## src/rtl/acq_pkg.sv

```systemverilog
// Shared definitions for the acquisition sequencer: state encoding, channel count
// and the default flush length.
package acq_pkg;

    typedef enum logic [1:0] {
        StIdle  = 2'd0,
        StFlush = 2'd1,
        StRun   = 2'd2,
        StHalt  = 2'd3
    } acq_state_e;

    localparam int unsigned ACQ_CHANNELS         = 16;
    localparam int unsigned ACQ_FLUSH_CYCLES_DEF = 4;

endpackage

```

## src/rtl/clk_div_strobe.sv

```systemverilog
// Loadable down-counter producing a sample tick every divisor+1 enabled cycles,
// or every enabled cycle when bypassed.
module clk_div_strobe #(
    parameter int unsigned DIV_W = 8
) (
    input  logic             clk,
    input  logic             rst,
    input  logic             load,
    input  logic [DIV_W-1:0] divisor,
    input  logic             enable,
    input  logic             bypass,
    output logic             tick
);

    logic [DIV_W-1:0] div_q;
    logic [DIV_W-1:0] cnt_q;

    // The divisor is latched with the load so reloads ignore later input changes.
    always_ff @(posedge clk) begin
        if (rst) begin
            div_q <= '0;
            cnt_q <= '0;
        end else if (load) begin
            div_q <= divisor;
            cnt_q <= divisor;
        end else if (enable) begin
            if (cnt_q == '0) begin
                cnt_q <= div_q;
            end else begin
                cnt_q <= cnt_q - 1'b1;
            end
        end
    end

    assign tick = enable && (bypass || (cnt_q == '0));

endmodule

```

## src/rtl/acq_sequencer.sv

```systemverilog
// Acquisition run sequencer: timed FIFO flush, divided sample strobe and sticky
// overflow halt. Define ACQ_SAMPLE_COUNT_EN to add the saturating sample_count_o.
module acq_sequencer
    import acq_pkg::*;
#(
    parameter int unsigned FLUSH_CYCLES = ACQ_FLUSH_CYCLES_DEF,
    parameter int unsigned DIV_W        = 8
) (
    input  logic                    clk,
    input  logic                    rst,
    input  logic                    acq_enable_i,
    input  logic                    acq_reset_i,
    input  logic                    clock_select_i,
    input  logic [DIV_W-1:0]        clock_divisor_i,
    input  logic [ACQ_CHANNELS-1:0] channel_enable_i,
    input  logic                    fifo_full_i,
    output logic                    fifo_reset_o,
    output logic                    sample_stb_o,
    output logic [ACQ_CHANNELS-1:0] sample_mask_o,
    output logic                    running_o,
    output logic                    overflow_o,
    output logic [1:0]              state_o
`ifdef ACQ_SAMPLE_COUNT_EN
    ,
    output logic [31:0]             sample_count_o
`endif
);

    acq_state_e              state_q;
    logic [7:0]              flush_cnt_q;
    logic                    drop_q;
    logic                    acq_reset_q;
    logic                    overflow_q;
    logic                    sel_q;
    logic [ACQ_CHANNELS-1:0] mask_q;

    logic div_load;
    logic div_tick;
    logic strobe_cond;
    logic overflow_hit;

    assign div_load = (state_q == StFlush) && (flush_cnt_q == 8'd0) && !acq_reset_i;

    clk_div_strobe #(
        .DIV_W (DIV_W)
    ) u_div (
        .clk     (clk),
        .rst     (rst),
        .load    (div_load),
        .divisor (clock_divisor_i),
        .enable  (state_q == StRun),
        .bypass  (sel_q),
        .tick    (div_tick)
    );

    assign strobe_cond  = div_tick && (mask_q != '0);
    assign overflow_hit = strobe_cond && fifo_full_i;

    always_ff @(posedge clk) begin
        if (rst) begin
            state_q     <= StIdle;
            flush_cnt_q <= 8'd0;
            drop_q      <= 1'b0;
            acq_reset_q <= 1'b0;
            overflow_q  <= 1'b0;
            sel_q       <= 1'b0;
            mask_q      <= '0;
        end else begin
            acq_reset_q <= acq_reset_i;
            if (acq_reset_i) begin
                state_q    <= StIdle;
                overflow_q <= 1'b0;
                drop_q     <= 1'b0;
            end else begin
                unique case (state_q)
                    StIdle: begin
                        if (acq_enable_i) begin
                            state_q     <= StFlush;
                            flush_cnt_q <= 8'(FLUSH_CYCLES - 1);
                            overflow_q  <= 1'b0;
                            drop_q      <= 1'b0;
                        end
                    end
                    StFlush: begin
                        if (!acq_enable_i) begin
                            drop_q <= 1'b1;
                        end
                        if (flush_cnt_q == 8'd0) begin
                            sel_q   <= clock_select_i;
                            mask_q  <= channel_enable_i;
                            // A request dropped at any point in the flush still lets it finish.
                            state_q <= (drop_q || !acq_enable_i) ? StIdle : StRun;
                        end else begin
                            flush_cnt_q <= flush_cnt_q - 8'd1;
                        end
                    end
                    StRun: begin
                        if (overflow_hit) begin
                            state_q    <= StHalt;
                            overflow_q <= 1'b1;
                        end else if (!acq_enable_i) begin
                            state_q <= StIdle;
                        end
                    end
                    StHalt: begin
                        if (!acq_enable_i) begin
                            state_q <= StIdle;
                        end
                    end
                    default: state_q <= StIdle;
                endcase
            end
        end
    end

`ifdef ACQ_SAMPLE_COUNT_EN
    logic [31:0] count_q;

    always_ff @(posedge clk) begin
        if (rst || acq_reset_i || (state_q == StFlush)) begin
            count_q <= 32'd0;
        end else if (sample_stb_o && (count_q != 32'hFFFF_FFFF)) begin
            count_q <= count_q + 32'd1;
        end
    end

    assign sample_count_o = count_q;
`endif

    assign fifo_reset_o  = (state_q == StFlush) || acq_reset_q;
    assign sample_stb_o  = strobe_cond && !fifo_full_i;
    assign sample_mask_o = mask_q;
    assign running_o     = (state_q == StRun);
    assign overflow_o    = overflow_q;
    assign state_o       = state_q;

endmodule
```

## config.mk

```make
export PLATFORM = sky130hd
export DESIGN_NAME = acq_sequencer
export DESIGN_NICKNAME = d
export VERILOG_FILES = /design/src/rtl/acq_pkg.sv /design/src/rtl/clk_div_strobe.sv /design/src/rtl/acq_sequencer.sv
export SDC_FILE = /design/constraint.sdc
export NUM_CORES = 1
export LEC_CHECK = 0
export CORE_MARGIN = 2
export CORE_UTILIZATION = 30
export CTS_BUF_LIST = sky130_fd_sc_hd__clkbuf_4 sky130_fd_sc_hd__clkbuf_8 sky130_fd_sc_hd__clkbuf_16
export DETAILED_ROUTE_END_ITERATION = 8
export GPL_TIMING_DRIVEN = 0
export MAX_ROUTING_LAYER = met4
export PLACE_DENSITY_LB_ADDON = 0.08
export SLEW_MARGIN = 10
export SYNTH_ARGS = -nofsm -noshare
export SYNTH_HDL_FRONTEND = slang
export SYNTH_SLANG_ARGS = --single-unit
export TNS_END_PERCENT = 20
```

## constraint.sdc

```tcl
create_clock -name clk -period 3.9 [get_ports clk]
set_input_delay 0.39 -clock clk [delete_from_list [all_inputs] [get_ports clk]]
set_output_delay 0.39 -clock clk [all_outputs]
set_load 0.02 [all_outputs]
```

Word level (Yosys, flattened, before mapping)
Cells that the tools add are included.
- register bits: 46
- input bits: 30
- output and inout port bits: 22
- logic and storage cells: 62
- add/sub/neg operators: 2
- eq/ne operators: 8
- mux-type cells: 17
- bitwise gates (word level): 1
- reductions and logical operators: 25
- operator list (cell ; number):
    2-to-1 mux 8 bit ; 5
    zero test 8 bit ; 2
    case mux 8 bit (2 select lines) ; 1
    nonzero test 16 bit ; 1
    subtractor 8 x 1 -> 8 bit, second input constant ; 2
    2-to-1 mux 2 bit ; 5
    AND reduction 3 bit ; 3
    != test 2 bit, second input constant ; 4
    case mux 2 bit (4 select lines) ; 1
    logical AND 1 bit ; 6
    nonzero test 2 bit ; 3
    == test 2 bit, second input constant ; 2
    case mux 1 bit (2 select lines) ; 2
    AND reduction 4 bit ; 1
    zero test 1 bit ; 3
    logical OR 1 bit ; 3
    2-to-1 mux 1 bit ; 3
    == test 2 x 1 -> 1 bit, second input constant ; 1
    zero test 2 bit ; 1
    != test 2 x 1 -> 1 bit, second input constant ; 1
    AND reduction 2 bit ; 1
    OR reduction 2 bit ; 1
    NOT 1 bit ; 1

Depth between registers and ports, before layout
- depth after elaboration: 7
- mapped depth: 8
- mapped depth without buffers: 7

Modules after synthesis
A second synthesis with hierarchy kept.
- cells, all modules: 241
- area total of the unflattened synthesis: 2214.6 um^2
- modules (own cells, without submodules) (module ; instances ; cells an instance ; area an instance (um^2) ; sequential area each (um^2)):
    acq_sequencer ; 1 ; 144 ; 1360.1 ; 600.6
    clk_div_strobe ; 1 ; 97 ; 854.6 ; 320.3

Worst setup path after synthesis
No wires, ideal clock.
- path kind: register -> output
- start: register u_div.cnt_q[0]
- end: output sample_stb_o
- arrival: 1.778 ns
- data required time: 3.510 ns
- path slack: 1.732 ns
- stages on the path, launching flop included: 7
- buffers on the path: 0
- path through: dfxtp_1 -> inv_1 -> ha_1 -> or4b_4 -> nor2_1 -> o21ai_0 -> nor3_1
- cells in the longest elaborated chain, start to end: 5
- ends and longest elaborated chain (element ; line ; text):
    start: declaration ; clk_div_strobe.sv:16 ; logic [DIV_W-1:0] cnt_q;
    start signal: assignment ; clk_div_strobe.sv:25 ; cnt_q <= divisor;
    start signal: assignment ; clk_div_strobe.sv:28 ; cnt_q <= div_q;
    start signal: assignment ; clk_div_strobe.sv:30 ; cnt_q <= cnt_q - 1'b1;
    zero test 8 bit ; clk_div_strobe.sv:35 ; assign tick = enable && (bypass || (cnt_q == '0));
    logical OR 1 bit ; clk_div_strobe.sv:35 ;
    logical AND 1 bit ; clk_div_strobe.sv:35 ;
    logical AND 1 bit ; acq_sequencer.sv:56 ; assign strobe_cond = div_tick && (mask_q != '0);
    logical AND 1 bit ; acq_sequencer.sv:131 ; assign sample_stb_o = strobe_cond && !fifo_full_i;
    end: declaration ; acq_sequencer.sv:18 ; output logic sample_stb_o,
No other way between the ends.

Worst setup path in the final report
Same ends and word-level chain as after synthesis.

==> out/metrics.yaml <==
status: "finished clean"
finalSetupViolations: 0
core_um2: 7250
max-slew-margin-rel: 0.471
setup_tns_ns: 0
cts_buffers: 5
fin_crit_ns: 2.91
post-cts-setup-buffers: 0
syn_nets: 296
ir_worst_vdd_uv: 136
seq_area_frac_synth: 0.410
worstSetupEndpointType: "output pin"
nFillCells: 748
power_density_nw_per_um2: 334
die_y_um: 90.5
io_buffer_count: 51
fin_crit_sh: 0.747
clk-insertion-delay-late_ns: 0.30
min_from: "overflow_o"
die-area_um2: 8190
yosys.cell_types.count: 49
wire_per_inst_um: 13.9
clock-root-buffer: "clkbuf_8"
synth_area_um2: 2250
vias: 1989
clock-skew-final_ns: 0.00803
antenna_left: 0
first_global_vias: 1948
startpoint: "u_div.cnt_q[0]"
worstPathMaxFanout: 6
gp_congestion: 0.857
path_clk_slew_ns: 0.09
max_cap_viol_count: 0
avgSynthCellArea_um2: 8.51
grt_max_degree: 14
place_area_um2: 2880
rows: 31
cpPeakStageDelay_ns: 0.63
synthCells: 264
ios: 52
design_area_um2: 2980
htree_levels: 2
drt_wl_total_um: 5860
ys_async_sr_fraction: 0
ys.flop_type: "dfxtp_1"
grt_pass1_wl_um: 9740
syn_to_final_growth_pct: 32.5
r2r_start: "state_o[0]"
first_pass_iters: 4
postCtsHoldBufs: 0
nNetsFinal: 354
yosys_warnings: 0
antenna_found_initial: 0
ctsResizeCount: 0
grt_usage: 0.152
hold_class: "flop to flop"
criticalPathCategory: "flop to output pin"
viasPerCell: 4.71
start_kind: "flop"
clock_sinks: 46
final_util: 0.410
cts_tree: "built"
ctsLongestPathBuffers: 2
yosys_register_bits: 46
dieWidth_um: 90.5
slew_violations: 0
crit_chain: "inv_1 > ha_1 > or4b_4 > nor2_1 > o21ai_0 > nor3_1 > clkdlybuf4s50_1"
start_util: 0.310
arrival_ns: 2.52
synth_edf_count: 0
timing_worst_slew_pin_value_ns: 0.793
p_leak_nw: 0.977
drt_iter0_markers: 130
fmax_ghz: 0.343
crit_path_top_delay_cell: "clkdlybuf4s50_1"
grt-ovfl-total: 0
drive_gt1_frac: 0.183
dp_hpwl_um: 4260
rsz0062_at_grt: "false"
drc: 0
diodes: 0
finalHoldViolCount: 0
required_ns: 3.51
[synth_stat cells (2+ instances only)]
cell / count / area [um2]
nor4_1: 8 / 50.1
nor3_1: 8 / 40.0
a21oi_2: 20 / 175
xor2_1: 3 / 26.3
nor2_1: 22 / 82.6
xnor2_1: 2 / 17.5
o21ai_0: 7 / 35.0
nand4_1: 4 / 25.0
ha_1: 2 / 25.0
a211oi_1: 6 / 45.0
nand2_2: 19 / 119
mux2i_1: 2 / 20.0
and3_1: 2 / 12.5
clkbuf_1: 9 / 33.8
a21oi_1: 15 / 75.1
buf_2: 2 / 10.0
nand3_1: 3 / 15.0
inv_1: 6 / 22.5
buf_12: 2 / 40.0
nand2_1: 40 / 150
a21o_1: 3 / 22.5
a311oi_1: 2 / 17.5
dfxtp_1: 46 / 921
a31oi_1: 3 / 18.8
o21bai_1: 2 / 15.0
or3_1: 3 / 18.8
[per-layer routing]
| metal | part of all wire | GRT usage | vias up |
|---|---|---|---|
| met5 | 0 | - | - |
| met2 | 0.42 | 0.220 | 49 |
| met4 | 0.020 | 0.0577 | 0 |
| met3 | 0.038 | 0.0334 | 11 |
| met1 | 0.52 | 0.208 | 885 |
| li1 | - | - | 1044 |
[stage by stage]
stage	cells	hold WS (ns)	setup WS [ns]	power [mW]
after global placement	414	0.449	1.30	0.693
after floorplan	264	0.436	1.73	0.622
final	422	0.462	0.986	0.993
after CTS	422	0.462	0.970	1.01
after detailed placement	414	0.450	1.31	0.693
after global routing	422	0.484	0.739	1.05
[cells by family after synthesis]
| logic type | after synthesis | share of synthesized area |
|---|---|---|
| adders and majority gates | 2 | 0.0111 |
| and+or+nand+nor | 121 | 0.281 |
| AOI/OAI and AO/OA | 66 | 0.210 |
| buffers and inverters | 21 | 0.0540 |
| DFF | 46 | 0.410 |
| xor gates and xnor gates | 5 | 0.0195 |
| muxes | 3 | 0.0139 |
[layout by cell type (no fill, tap or decap), types with 6 or more instances in the layout]
master and n:
o21ai_0 7, a21oi_1 15, nor3_1 8, nand2_1 40, nor4_1 8, clkbuf_8 6, nand2_2 19, clkdlybuf4s50_1 51
dfxtp_1 46, a211oi_1 6, nor2_1 22, a21oi_2 20, inv_1 6, clkbuf_1 9
[cell type report]
cell class                      instances  area [um2]  area share
Sequential cell                        46         921       0.310
Timing Repair Buffer                   51         510       0.172
Clock buffer                            7        90.1      0.0303
Clock inverter                          1        5.00     0.00168
Buffer                                 14        95.1      0.0320
Multi-Input combinational cell        197        1200       0.405
Inverter                                7        26.3     0.00883
Tap cell                               99         124      0.0416
[state kept, by name, indices dropped and copies added, names as in the netlist]
| register | flops |
|---|---|
| acq_reset_q | 1 |
| drop_q | 1 |
| flush_cnt_q | 8 |
| overflow_o | 1 |
| sample_mask_o | 16 |
| sel_q | 1 |
| state_o | 2 |
| u_div.cnt_q | 8 |
| u_div.div_q | 8 |
[worst max-delay path, delay by kind of cell, from the launching register on]
kind | cells | cell delay, ns
simple gates | 3 | 0.86
buf+inv | 2 | 0.72
flops | 1 | 0.36
fa+ha+maj | 1 | 0.20
compound gates | 1 | 0.10
[where the power goes]
group / internal (mW) / switching (mW)
Clock: 0.150 / 0.161
Combinational: 0.0880 / 0.0904
Sequential: 0.486 / 0.0178
[path summary, 6_finish.rpt]
check | to | slack (ns) | cells after the start
setup reg to reg | u_div.cnt_q[2] | 1.72 | 8
hold reg to reg | overflow_o | 0.46 | 2
setup / recovery | sample_stb_o | 0.99 | 7
hold / removal | overflow_o | 0.46 | 2
Note: power is estimated with default switching activity, not from simulation.
